==> src/rtl/zmod_rx_align.sv <==
// Receive word aligner: finds a sync byte in lane 3, bit-slips all four lanes
// by the same amount, delivers the 24-bit payload once locked, and counts
// delivered words and payload sequence errors.
//
// Handshake: din is consumed on every clk edge where din_valid is high (there
// is no backpressure); dout is meaningful only on cycles where dout_valid is
// high, and each such cycle delivers exactly one word.
module zmod_rx_align #(
    parameter int unsigned LOCK_COUNT   = 16,
    parameter int unsigned UNLOCK_COUNT = 4
) (
    input  logic        clk,
    input  logic        rst,
    input  logic [31:0] din,
    input  logic        din_valid,
    input  logic        clear,
    output logic [23:0] dout,
    output logic        dout_valid,
    output logic        locked,
    output logic [2:0]  shift,
    output logic [31:0] err_count,
    output logic [31:0] word_count,
    output logic [1:0]  state_dbg
);
    typedef enum logic [1:0] {
        HUNT   = 2'd0,
        VERIFY = 2'd1,
        LOCKED = 2'd2
    } state_t;

    localparam int unsigned GW = $clog2(LOCK_COUNT + 1);
    localparam int unsigned MW = $clog2(UNLOCK_COUNT + 1);
    localparam logic [GW-1:0] GOOD_LAST = GW'(LOCK_COUNT - 1);
    localparam logic [MW-1:0] MISS_LAST = MW'(UNLOCK_COUNT - 1);

    state_t        state_q;
    logic [2:0]    shift_q;
    logic [31:0]   prev_q;
    logic [GW-1:0] good_q;
    logic [MW-1:0] miss_q;
    logic          locked_q;

    logic [23:0]   s1_data_q;
    logic          s1_valid_q;
    logic [23:0]   dout_q;
    logic          dout_valid_q;

    logic [23:0]   exp_q;
    logic          have_exp_q;
    logic [31:0]   err_q;
    logic [31:0]   wc_q;

    logic [31:0]   aligned;
    logic          good_sync;
    logic          hunt_hit;
    logic [2:0]    hunt_idx;

    // Each lane is slipped by the same amount using its previous valid byte.
    for (genvar k = 0; k < 4; k++) begin : g_lane
        logic [15:0] pair;
        assign pair = {prev_q[8*k +: 8], din[8*k +: 8]} >> shift_q;
        assign aligned[8*k +: 8] = pair[7:0];
    end

    assign good_sync = (aligned[31:24] == 8'h01);

    // Hunt candidate: raw sync lane must be exactly one-hot; its bit is the slip.
    always_comb begin
        hunt_hit = 1'b0;
        hunt_idx = 3'd0;
        for (int i = 0; i < 8; i++) begin
            if (din[31:24] == (8'd1 << i)) begin
                hunt_hit = 1'b1;
                hunt_idx = 3'(i);
            end
        end
    end

    // Alignment FSM: hunt for a candidate, verify a run of good syncs, hold lock.
    always_ff @(posedge clk) begin
        if (rst) begin
            state_q  <= HUNT;
            shift_q  <= 3'd0;
            prev_q   <= 32'd0;
            good_q   <= '0;
            miss_q   <= '0;
            locked_q <= 1'b0;
        end else if (din_valid) begin
            prev_q <= din;
            case (state_q)
                HUNT: begin
                    if (hunt_hit) begin
                        shift_q <= hunt_idx;
                        good_q  <= '0;
                        state_q <= VERIFY;
                    end
                end
                VERIFY: begin
                    if (!good_sync) begin
                        state_q <= HUNT;
                    end else if (good_q == GOOD_LAST) begin
                        state_q  <= LOCKED;
                        locked_q <= 1'b1;
                        miss_q   <= '0;
                    end else begin
                        good_q <= good_q + 1'b1;
                    end
                end
                LOCKED: begin
                    if (good_sync) begin
                        miss_q <= '0;
                    end else if (miss_q == MISS_LAST) begin
                        state_q  <= HUNT;
                        locked_q <= 1'b0;
                    end else begin
                        miss_q <= miss_q + 1'b1;
                    end
                end
                default: begin
                    state_q  <= HUNT;
                    locked_q <= 1'b0;
                end
            endcase
        end
    end

    // Two-stage delivery pipeline; both stages are gated by the current lock
    // state so words in flight are dropped as soon as lock is lost.
    always_ff @(posedge clk) begin
        if (rst) begin
            s1_data_q    <= 24'd0;
            s1_valid_q   <= 1'b0;
            dout_q       <= 24'd0;
            dout_valid_q <= 1'b0;
        end else begin
            s1_valid_q   <= din_valid && (state_q == LOCKED);
            dout_valid_q <= s1_valid_q && (state_q == LOCKED);
            if (din_valid) begin
                s1_data_q <= aligned[23:0];
            end
            if (s1_valid_q) begin
                dout_q <= s1_data_q;
            end
        end
    end

    // Payload sequence checker and saturating counters; clear has priority.
    always_ff @(posedge clk) begin
        if (rst) begin
            exp_q      <= 24'd0;
            have_exp_q <= 1'b0;
            err_q      <= 32'd0;
            wc_q       <= 32'd0;
        end else begin
            if (dout_valid_q) begin
                if (wc_q != 32'hFFFF_FFFF) begin
                    wc_q <= wc_q + 32'd1;
                end
                if (have_exp_q && (dout_q != exp_q) && (err_q != 32'hFFFF_FFFF)) begin
                    err_q <= err_q + 32'd1;
                end
                exp_q      <= dout_q + 24'd1;
                have_exp_q <= 1'b1;
            end
            // Outside LOCKED the next delivered word must reseed the check.
            if (state_q != LOCKED) begin
                have_exp_q <= 1'b0;
            end
            if (clear) begin
                err_q <= 32'd0;
                wc_q  <= 32'd0;
            end
        end
    end

    assign dout       = dout_q;
    assign dout_valid = dout_valid_q;
    assign locked     = locked_q;
    assign shift      = shift_q;
    assign err_count  = err_q;
    assign word_count = wc_q;
    assign state_dbg  = state_q;

endmodule

==> config.mk <==
export PLATFORM = sky130hd
export DESIGN_NAME = zmod_rx_align
export DESIGN_NICKNAME = d
export VERILOG_FILES = /design/src/rtl/zmod_rx_align.sv
export SDC_FILE = /design/constraint.sdc
export NUM_CORES = 1
export LEC_CHECK = 0
export CAP_MARGIN = 40
export CORE_ASPECT_RATIO = 0.5
export CORE_MARGIN = 2
export CORE_UTILIZATION = 55
export DETAILED_ROUTE_END_ITERATION = 10
export PLACE_DENSITY_LB_ADDON = 0.2
export SLEW_MARGIN = 5
export SYNTH_ARGS = -nofsm -noshare
export SYNTH_HDL_FRONTEND = slang
export SYNTH_SLANG_ARGS = --single-unit
==> constraint.sdc <==
create_clock -name clk -period 2.7 [get_ports clk]
set_input_delay 0.54 -clock clk [delete_from_list [all_inputs] [get_ports clk]]
set_output_delay 0.54 -clock clk [all_outputs]
set_load 0.03 [all_outputs]
# After elaboration in Yosys (flattened, before gate mapping)
# Cells that the tools add are included.
dict set report totals {
  reg_bits 185
  latchBits 0
  ram_bits 0
  mem_bits_ro 0
  inputBits 36
  output_inout_bits 95
  word_cells 100
  mem_count 0
}
dict set report classes {
  add_sub_neg 5
  multipliers 0
  div 0
  n_lt_le_gt_ge 0
  eq_ne 25
  shift 4
  muxes 35
  n_bitwise 1
  reduce_logical 16
}
# operator n
set ops {}
lappend ops {{32-bit by 1-bit adder with 32-bit output (second input constant)} 2}
lappend ops {{32-bit != test (second input constant)} 2}
lappend ops {{16-bit by 3-bit >> shifter with 8-bit output} 4}
lappend ops {{3-bit two-way mux} 10}
lappend ops {{24-bit by 1-bit adder with 24-bit output (second input constant)} 1}
lappend ops {{24-bit != test} 1}
lappend ops {{8-bit by 1-bit equality test with 1-bit output (second input constant)} 2}
lappend ops {{5-bit two-way mux} 3}
lappend ops {{5-bit AND reduction} 3}
lappend ops {{2-bit != test (second input constant)} 7}
lappend ops {{1-bit two-way mux} 13}
lappend ops {{2-bit two-way mux} 5}
lappend ops {{5-bit one-hot mux with 2 select lines} 1}
lappend ops {{8-bit by 2-bit equality test with 1-bit output (second input constant)} 1}
lappend ops {{8-bit by 3-bit equality test with 1-bit output (second input constant)} 1}
lappend ops {{8-bit by 4-bit equality test with 1-bit output (second input constant)} 1}
lappend ops {{8-bit by 5-bit equality test with 1-bit output (second input constant)} 1}
lappend ops {{8-bit by 6-bit equality test with 1-bit output (second input constant)} 1}
lappend ops {{8-bit by 7-bit equality test with 1-bit output (second input constant)} 1}
lappend ops {{8-bit equality test (second input constant)} 1}
lappend ops {{3-bit != test (second input constant)} 2}
lappend ops {{2-bit one-hot mux with 3 select lines} 1}
lappend ops {{3-bit one-hot mux with 2 select lines} 1}
lappend ops {{6-bit AND reduction} 1}
lappend ops {{other kinds (14)} 20}

# Longest topological paths before layout
dict set report depth {
  depth_word 11
  ltp_mapped 9
  depth_no_buf 8
}

# Worst setup path after synthesis
# No wires, ideal clock.
dict set report synth_timing {
  kind {register to register}
  start {register shift_q[0], in the netlist shift[0]}
  end {register s1_data_q[7]}
  setup_time_ps 132
  arrival_ps 2120
  t_required_ps 2568
  setup_slack_ps 448
  path_stages_with_launch 8
  path_buffers 4
  period_less_slack_ps 2252
  path_cell_list {dfxtp_1 -> buf_2 -> buf_2 -> buf_2 -> buf_4 -> mux4_2 -> a221oi_1 -> nor3_1}
}
dict set report synth_via {
  elab_chain_cells 1
}
# element line
set synth_rtl {}
lappend synth_rtl {{start: declaration} 37} ;# logic [2:0] shift_q;
lappend synth_rtl {{start signal: assignment} 93} ;# shift_q <= hunt_idx;
lappend synth_rtl {{16-bit by 3-bit >> shifter with 8-bit output} 61} ;# assign pair = {prev_q[8*k +: 8], din[8*k +: 8]} >> shift_q;
lappend synth_rtl {{end signal: assignment} 139} ;# s1_data_q <= aligned[23:0];
lappend synth_rtl {{end: declaration} 43} ;# logic [23:0] s1_data_q;
# Every way passes these cells.
# A chain may end at the register's enable or synchronous reset.

# Worst setup path after layout
dict set report layout_timing {
  start {register err_q[11], in the netlist err_count[11]}
  end {register err_q[15], in the netlist err_count[15]}
}
dict set report layout_via {
  elab_chain_cells 3
  word_cells_on_any_way 4
  cone_classes {add/sub (1); eq/ne (1); reduce/logical (2)}
}
# element line
set layout_rtl {}
lappend layout_rtl {{start: declaration} 50} ;# logic [31:0] err_q;
lappend layout_rtl {{start signal: assignment} 160} ;# err_q <= err_q + 32'd1;
lappend layout_rtl {{branches (longest 3 deep; another with 32-bit by 1-bit adder with 32-bit output)} --}
# Several ways; the timed one is not identified.

==> results.cfg <==
[power_and_ir_drop]
p_int_mw = 4.49
sequentialPowerShare_pct = 47.1
clockPowerShare_pct = 47.0
p_switching_mw = 1.38
irDropWorstVdd_mv = 0.519
pwr-share-comb_pct = 5.9
swShare_pct = 23.5
power.density_nw_per_um2 = 505
p_leak_nw = 4.08

[routing]
ant_nets = 0
drt_wl_total_mm = 23.4
remaining_drc_errors = 0
vias = 8431
vias_per_cell = 5.88
drt_iter0_drc = 547
drt_first_pass_iters = 5
wire_per_inst_um = 16.3

[sta]
fin_crit_ns = 2.42
setup_ws_ns = 0.284
fin_tns_setup_ns = 0
hold_viol = 0
finalCritPeriodShare_pct = 89.5
tightest_slew_ns = 0.893
maxSlewHeadroom_pct = 40.5
rsz0062_at_grt = false
fmax_mhz = 414
maxSlewViolCount = 0
holdWs_ns = 0.455
skew_ns = 0.0137
setup_viol = 0

[synth]
synth_area_sq_um = 9420
async_flop_share_pct = 0
ys_types = 64
synth_edf_count = 0
yosysSeqAreaShare_pct = 38.5
synth_top_area_cell = dfxtp_1
synth_area_per_cell_sq_um = 8.69
synth_cells = 1083
synth_area_leaders = dfxtp_1 38%, mux2i_1 7.0%, nor2_1 6.8%, xor2_1 4.4%, xnor2_1 3.5%
syn_nets = 1126
ys_ff_latch = 181
yosys_warnings = 0
synthFlopType = dfxtp_1
synth_top_area_share_pct = 38.5

[global_route]
grt_pass1_wl_mm = 38.2
busiest_layer = met2
antenna_found_initial = 0
grt.met1_usage_pct = 37.2
first_global_vias = 7516
met2_usage_pct = 40.3
grt_use_met3_pct = 3.90
grt_max_degree = 90
grt.total_usage_pct = 25.8
grt_overflow = 0

[cells_and_area]
diodes = 0
drive_gt1_share_pct = 10.4
fin_cells = 1434
final_nets = 1237
syn_to_final_growth_pct = 23.4
final_cell_mix = 179 x dfxtp_1, 171 x nor2_1, 128 x clkdlybuf4s50_1
final_util_pct = 70.2
final_common_cell = dfxtp_1

[place]
dp.cells = 1402
dp_slack_ns = 0.0493
dp_hpwl_mm = 16.5
portBuffers = 130
gp_congestion = 0.911

[setup_path]
required_ns = 3.08
crit_slowest_cell = or4_1
rr_startpoint = err_count[11]$_SDFFE_PP0P_
reg2reg_depth = 7
path_buf_inv = 0
crit_path_start_kind = flop
cp_cell_sequence = and4_1 > and3_1 > and4_4 > nor2_2 > nand3_2 > or4_1 > nand2_1
critPathMaxFanout = 12
arrival_ns = 2.79
path_delay_family = simple AND/OR/NAND/NOR gates
cpPeakStageDelay_ns = 0.54
crit_path_end_kind = flop
worstSetupPathType = flop to flop
reg2reg_slack_ns = 0.28
r2r-end = err_count[15]$_SDFFE_PP0P_

[die]
die_y_um = 96.5
core_area_sq_um = 16600
die_w_um = 189
io_pins = 131
die_area_sq_um = 18200
start_util_pct = 56.9
rows = 33

[clock_network]
htreeDepth = 4
cts.sinks = 181
root_buffer = clkbuf_16
clkLatencyLatePin_ns = 0.43
cts_buffer_depth = 2
holdBufCountCts = 0
path_clk_slew_ns = 0.07
cts_buffers = 17
cts_tree = built

[hold_path]
hold_path.class = input pin to flop
holdPathEnd = locked$_SDFFE_PP0P_
min_path_cells = 2
hp-start = din_valid

[status]
outcome = finished clean

[run]
cap_violations = 0
## logic make-up after synthesis
logic type / count (synthesis) / synth area share (%)
xor gates and xnor gates: 85 / 7.91
muxes: 108 / 13.6
DFF: 181 / 38.5
buffers and inverters: 93 / 4.12
AOI/OAI and AO/OA: 158 / 11.6
adders and majority gates: 7 / 0.930
and+or+nand+nor: 451 / 23.3
## cell usage after synthesis (all sizes together) (13+ instances only)
library cell	number
nand4	29
xor2	47
mux2i	66
o21ai	38
a211oi	22
nor3	21
nand2	81
a311oi	22
buf	20
inv	21
a21oi	23
mux2	29
and3	27
nand3	41
nor2	173
or3	19
a22oi	19
clkbuf	52
mux4	13
xnor2	38
dfxtp	181
## metrics by stage
stage / power, mW / instance area (sq um)
after global routing: 6.05 / 11600
after floorplan: 3.02 / 9420
final: 5.87 / 11600
after global placement: 3.15 / 11000
after CTS: 5.90 / 11600
after detailed placement: 3.16 / 11000
## routing by layer
layer / share of wire (%) / vias to the layer above
li1: - / 4113
met1: 49 / 3988
met2: 44 / 304
met3: 6.0 / 26
met4: 1.3 / 0
met5: 0 / -
## final cells by class
cell class	instances	area, sq um
clock buffer	18	439
clock inverter	14	211
fill	1301	4930
inverter	21	78.8
multi-input combinational	809	5410
sequential	181	3630
tap	227	284
timing repair buffer	164	1570
## state kept, by name (all words and copies together), names as in the netlist
signal / flops
s1_data_q: 24
s1_valid_q: 1
dout: 24
err_count: 32
state_dbg: 2
word_count: 32
good_q: 5
prev_q: 28
miss_q: 3
locked: 1
dout_valid: 1
shift: 3
exp_q: 24
have_exp_q: 1
## power groups by stage
stage	Combinational (mW)	Clock [mW]	Sequential, mW
2_1_floorplan	0.218	0	2.80
3_3_place_gp	0.332	0	2.82
3_5_place_dp	0.343	0	2.82
4_1_cts	0.345	2.79	2.76
5_1_grt	0.378	2.91	2.76
6_report	0.349	2.76	2.76
## repair_timing
| item | 4_1_cts | 5_1_grt |
|---|---|---|
| endpoints found under the setup margin | 0 | 1 |
| endpoints found under the hold margin | 0 | 0 |
| setup buffers | 0 | 0 |
| resized for setup | 0 | 1 |
## worst max path at each step
stage / startpoint / end / slack, ns / cells past startpoint
floorplan: shift[0]$_SDFFE_PP0P_ / s1_data_q[7]$_SDFFE_PP0P_ / 0.45 / 7
global placement: din[27] / good_q[0]$_SDFFE_PP0P_ / 0.1 / 10
detailed placement: din[28] / shift[0]$_SDFFE_PP0P_ / 0.05 / 9
CTS: err_count[11]$_SDFFE_PP0P_ / err_count[15]$_SDFFE_PP0P_ / 0.21 / 7
global route: err_count[0]$_SDFFE_PP0P_ / err_count[15]$_SDFFE_PP0P_ / 0.13 / 8
finish: err_count[11]$_SDFFE_PP0P_ / err_count[15]$_SDFFE_PP0P_ / 0.28 / 7
Note: power is estimated with default switching activity, not from simulation.
